## src/rtl/reduce_pipeline.sv

```systemverilog
// rtl/reduce_pipeline.sv - pipelined multi-channel OR/AND/XOR/NOR bit reduction
// FANIN-ary registered tree with valid/ready flow control and a sticky accumulator.
module reduce_pipeline #(
  parameter int WIDTH    = 16,
  parameter int CHANNELS = 2,
  parameter int FANIN    = 4
) (
  input  logic                      clock,
  input  logic                      reset_n,
  input  logic                      in_valid,
  output logic                      in_ready,
  input  logic [CHANNELS*WIDTH-1:0] in_data,
  input  logic [1:0]                in_op,
  output logic                      out_valid,
  input  logic                      out_ready,
  output logic [CHANNELS-1:0]       out_reduced,
  output logic [1:0]                out_op,
  output logic                      out_any,
  input  logic                      acc_clear,
  output logic [CHANNELS-1:0]       out_sticky
);

  localparam logic [1:0] OP_OR  = 2'b00;
  localparam logic [1:0] OP_AND = 2'b01;
  localparam logic [1:0] OP_XOR = 2'b10;
  localparam logic [1:0] OP_NOR = 2'b11;

  typedef logic [CHANNELS-1:0][WIDTH-1:0] bus_t;

  // Number of live operand bits entering stage s.
  function automatic int stage_width(input int s);
    int n;
    n = WIDTH;
    for (int i = 0; i < s; i++) n = (n + FANIN - 1) / FANIN;
    return n;
  endfunction

  function automatic int calc_lat();
    int n;
    int l;
    n = WIDTH;
    l = 0;
    for (int i = 0; i < 32; i++) begin
      if (n > 1) begin
        n = (n + FANIN - 1) / FANIN;
        l++;
      end
    end
    return (l < 1) ? 1 : l;
  endfunction

  localparam int LAT = calc_lat();

  // One tree level: node k combines bits [k*FANIN +: FANIN]; missing bits of a
  // short final group are the op's identity because acc starts at that value.
  function automatic bus_t reduce_stage(input bus_t src, input logic [1:0] op,
                                        input int nin, input logic last);
    bus_t r;
    logic acc;
    int   nout;
    r    = '0;
    nout = (nin + FANIN - 1) / FANIN;
    for (int c = 0; c < CHANNELS; c++) begin
      for (int k = 0; k < WIDTH; k++) begin
        if (k < nout) begin
          acc = (op == OP_AND);
          for (int j = 0; j < FANIN; j++) begin
            if (k * FANIN + j < nin) begin
              case (op)
                OP_AND:  acc = acc & src[c][k*FANIN+j];
                OP_XOR:  acc = acc ^ src[c][k*FANIN+j];
                default: acc = acc | src[c][k*FANIN+j];
              endcase
            end
          end
          r[c][k] = acc;
        end
      end
      if (last && op == OP_NOR) r[c][0] = ~r[c][0];
    end
    return r;
  endfunction

  bus_t                data_q    [LAT];
  bus_t                data_d    [LAT];
  bus_t                src_data  [LAT];
  logic                valid_q   [LAT];
  logic                src_valid [LAT];
  logic [1:0]          op_q      [LAT];
  logic [1:0]          src_op    [LAT];
  logic [CHANNELS-1:0] final_d;
  logic                any_q;
  logic                any_d;
  logic                advance;
  logic                handshake;
  logic [CHANNELS-1:0] sticky_q;
  logic [CHANNELS-1:0] sticky_d;

  assign advance   = !valid_q[LAT-1] || out_ready;
  assign in_ready  = advance;
  assign handshake = valid_q[LAT-1] && out_ready;

  always_comb begin
    src_data[0]  = in_data;
    src_valid[0] = in_valid;
    src_op[0]    = in_op;
    for (int s = 1; s < LAT; s++) begin
      src_data[s]  = data_q[s-1];
      src_valid[s] = valid_q[s-1];
      src_op[s]    = op_q[s-1];
    end
    for (int s = 0; s < LAT; s++) begin
      data_d[s] = reduce_stage(src_data[s], src_op[s], stage_width(s), s == LAT - 1);
    end
    final_d = '0;
    for (int c = 0; c < CHANNELS; c++) final_d[c] = data_d[LAT-1][c][0];
    any_d = |final_d;
  end

  // Bubbles shift through with valid=0 exactly like beats.
  always_ff @(posedge clock or negedge reset_n) begin
    if (!reset_n) begin
      for (int s = 0; s < LAT; s++) begin
        valid_q[s] <= 1'b0;
        op_q[s]    <= 2'b00;
        data_q[s]  <= '0;
      end
      any_q <= 1'b0;
    end else if (advance) begin
      for (int s = 0; s < LAT; s++) begin
        valid_q[s] <= src_valid[s];
        op_q[s]    <= src_op[s];
        data_q[s]  <= data_d[s];
      end
      any_q <= any_d;
    end
  end

  always_comb begin
    sticky_d = sticky_q;
    if (acc_clear && handshake) sticky_d = out_reduced;
    else if (acc_clear)         sticky_d = '0;
    else if (handshake)         sticky_d = sticky_q | out_reduced;
  end

  always_ff @(posedge clock or negedge reset_n) begin
    if (!reset_n) sticky_q <= '0;
    else          sticky_q <= sticky_d;
  end

  always_comb begin
    out_reduced = '0;
    for (int c = 0; c < CHANNELS; c++) out_reduced[c] = data_q[LAT-1][c][0];
  end

  assign out_valid  = valid_q[LAT-1];
  assign out_op     = op_q[LAT-1];
  assign out_any    = any_q;
  assign out_sticky = sticky_q;

endmodule

```

## config.mk

```make
export PLATFORM = sky130hd
export DESIGN_NAME = reduce_pipeline
export DESIGN_NICKNAME = d
export VERILOG_FILES = /design/src/rtl/reduce_pipeline.sv
export SDC_FILE = /design/constraint.sdc
export NUM_CORES = 1
export LEC_CHECK = 0
export ABC_AREA = 1
export CAP_MARGIN = 40
export CORE_AREA = 2 2 81 83
export CTS_BUF_LIST = sky130_fd_sc_hd__clkbuf_8 sky130_fd_sc_hd__clkbuf_16
export CTS_CLUSTER_DIAMETER = 40
export CTS_CLUSTER_SIZE = 30
export DETAILED_ROUTE_END_ITERATION = 8
export DIE_AREA = 0 0 83 85
export PLACE_DENSITY = 0.88
export SLEW_MARGIN = 10
export SYNTH_ARGS = -nofsm -noshare
export SYNTH_HDL_FRONTEND = slang
export SYNTH_SLANG_ARGS = --single-unit
```

## constraint.sdc

```tcl
create_clock -name clock -period 2.9 [get_ports clock]
set_clock_uncertainty 0.15 [all_clocks]
set_input_delay 0.725 -clock clock [delete_from_list [all_inputs] [get_ports clock]]
set_output_delay 0.725 -clock clock [all_outputs]
set_load 0.05 [all_outputs]
```

==> results.toml <==
[setup_path]
arrival_ns = 3.37
cp.required_ns = 2.90
ff2ff_path_depth = 23
crit_path_end_kind = "register"
rrSetupSlack_ns = -0.22
timing.rr.start = "op_q[3]"
worst-path-max-fanout = 8
worstSetupPathType = "primary input to register"
start_kind = "primary input"
r2r_end = "out_reduced[0]"

[place]
dpl.hpwl_um = 5440
place_inst = 564
place_congestion = 0.865
io_buffer_count = 47
placed_cell_area_mm2 = 0.00384

[detailed_routing]
viasPerCell = 5.24
wl_met2_um = 4610
finalWirelength_um = 8280
wl_met3_um = 311
highest_layer = "met4"
drt_iter0_drc = 173
drtPass1Iterations = 4
ant_nets = 0
wl_met1_um = 2980
wl_per_cell_um = 14.4
drc = 0
num_vias = 3002

[logic_synthesis]
yosys-top-cells-area = "ha_1, dfrtp_1, inv_1, nand2_1, nand3_1"
yosysMostFrequentCell = "inv_1"
ys_types = 22
yosys.area.top_type = "ha_1"
synthCells = 423
yosysWarnings = 0
syn_nets = 546
ys.flop_type = "dfrtp_1"
async_flop_share_pct = 100
syn_area_per_cell_um2 = 7.10
yosys-top-cells-count = "inv_1, ha_1, nand2_1"
synth-seq-area-share_pct = 15.8
synthesis.area_mm2 = 0.00301
synth_edf_count = 0
synth-seq-cells = 19
synth.top_cell.area_share_pct = 35.0

[die]
chipHeight_um = 85
core_region_area_mm2 = 0.00620
ios = 48
design.die.area_mm2 = 0.00706
row_count = 29
start_util_pct = 48.4
chipWidth_um = 83

[final_layout]
final_util_pct = 69.1
diodes = 0
syn_to_final_growth_pct = 42.6
final_nets = 620
fin_cells = 573
drive_gt1_share_pct = 30.2
fin_area_mm2 = 0.00429
fillers = 445

[timing]
hold_slack_ns = 0.326
slew_headroom_pct = 64.1
setup_viol = 11
fin_crit_sh_pct = 116
grt_setup_unrepaired = "yes"
finalHoldViolations = 0
drv_slew = 0
fin_crit_ns = 3.37
fmax_mhz = 297
fin_ws_ns = -0.466
worstMarginPinSlew_ns = 0.537

[grt]
grt_max_degree = 22
overflow = 0
antenna_found_initial = 0
grt_pass1_wl_um = 12900
grt_pass1_vias = 2994
grt_usage_pct = 21.7

[min_path]
holdPathStages = 2
min_from = "src_valid[0]"
hold_end = "out_valid"
min_path_type = "register to register"

[power]
peakVddDrop_v = 0.000498
power.density_mw_per_mm2 = 425
p_total_uw = 1820
power_leakage_uw = 0.00228

[outcome]
violations = "negative setup slack"
status = "finished, violations left"

[job]
max_cap_viol_count = 0

[clocking]
cts_tree = "built"
path_clk_slew_ns = 0.08
clock_path_buffers = 2
h-tree-depth = 1
numClockSinks = 19
hold_buffers = 0
cts_root_buffer = "clkbuf_8"
numCtsBuffers = 3
insertion_delay_ns = 0.26
worst max-delay path by stage:
stage,depth (start not counted),end,start
after floorplan,21,data_q[32],in_op[1]
after global routing,21,data_q[51],in_op[1]
final,22,data_q[51],in_op[1]
after detailed placement,20,data_q[33],in_op[0]
after CTS,20,data_q[50],in_op[1]
after global placement,20,data_q[33],in_op[0]
per-layer routing:
layer,GRT usage [%],up-vias
li1,-,1454
met1,22.6,1401
met2,45.0,110
met3,2.14,37
met4,6.71,0
met5,0,-
flip-flops by register name, indices dropped and copies added (netlist names):
register     count
data_q           8
op_q             2
out_op           2
out_reduced      2
out_sticky       2
out_any          1
out_valid        1
src_valid        1
per-stage QoR:
step / setup TNS (ns) / worst slack (ns)
6_report: -3.74 / -0.466
5_1_grt: -5.38 / -0.594
4_1_cts: -3.11 / -0.389
3_5_place_dp: -10.01 / -1.25
3_3_place_gp: -8.79 / -1.16
2_1_floorplan: -4.74 / -0.675
cell usage in the layout, fill, tap and decap left out, drive strengths merged, types with 16 or more instances in the layout:
master         instances
buf                   46
dfrtp                 19
clkdlybuf4s50         36
inv                  110
a21oi                 16
ha                    84
nand3                 30
nand2                 84
o21ai                 37
critical path, stage by stage:
cell	delay, ns
buf_8	0.11
inv_8	0.04
ha_4	0.18
inv_8	0.08
ha_4	0.27
a21oi_2	0.06
a21boi_2	0.14
inv_1	0.08
ha_1	0.33
nand2_2	0.08
nand3_2	0.06
o21ai_2	0.08
inv_1	0.06
ha_1	0.17
nand2_1	0.07
nand3_1	0.09
o21ai_2	0.09
inv_1	0.08
ha_1	0.18
a22o_1	0.22
o21ai_1	0.11
nand2_1	0.06
layout make-up:
class | count | area (um^2) | area share (%)
clock buffers | 3 | 41.3 | 0.963
clock inverters | 1 | 7.51 | 0.175
inverters | 110 | 433 | 10.1
multi-input cells | 273 | 2420 | 56.4
flip-flops and latches | 19 | 477 | 11.1
well taps | 77 | 96.3 | 2.25
repair buffers | 90 | 813 | 19.0
repair_timing:
item,CTS,global route
pin swaps,55,22
setup endpoints to repair,11,11
gates resized for setup,76,28
buffers inserted,5,0
report_power, final:
group	internal [uW]	switching, uW
Combinational	522	725
Clock	97.1	100
Sequential	329	48.4
logic make-up (layout without fill, tap and decap cells):
| family | after synthesis | count (layout) | share of synthesized area [%] |
|---|---|---|---|
| AOI/OAI and AO/OA | 71 | 71 | 14.4 |
| adders and majority gates | 84 | 84 | 35.0 |
| buffers and inverters | 131 | 204 | 18.4 |
| DFF | 19 | 19 | 15.8 |
| and+or+nand+nor | 118 | 118 | 16.3 |
Note: power is estimated with default switching activity, not from simulation.
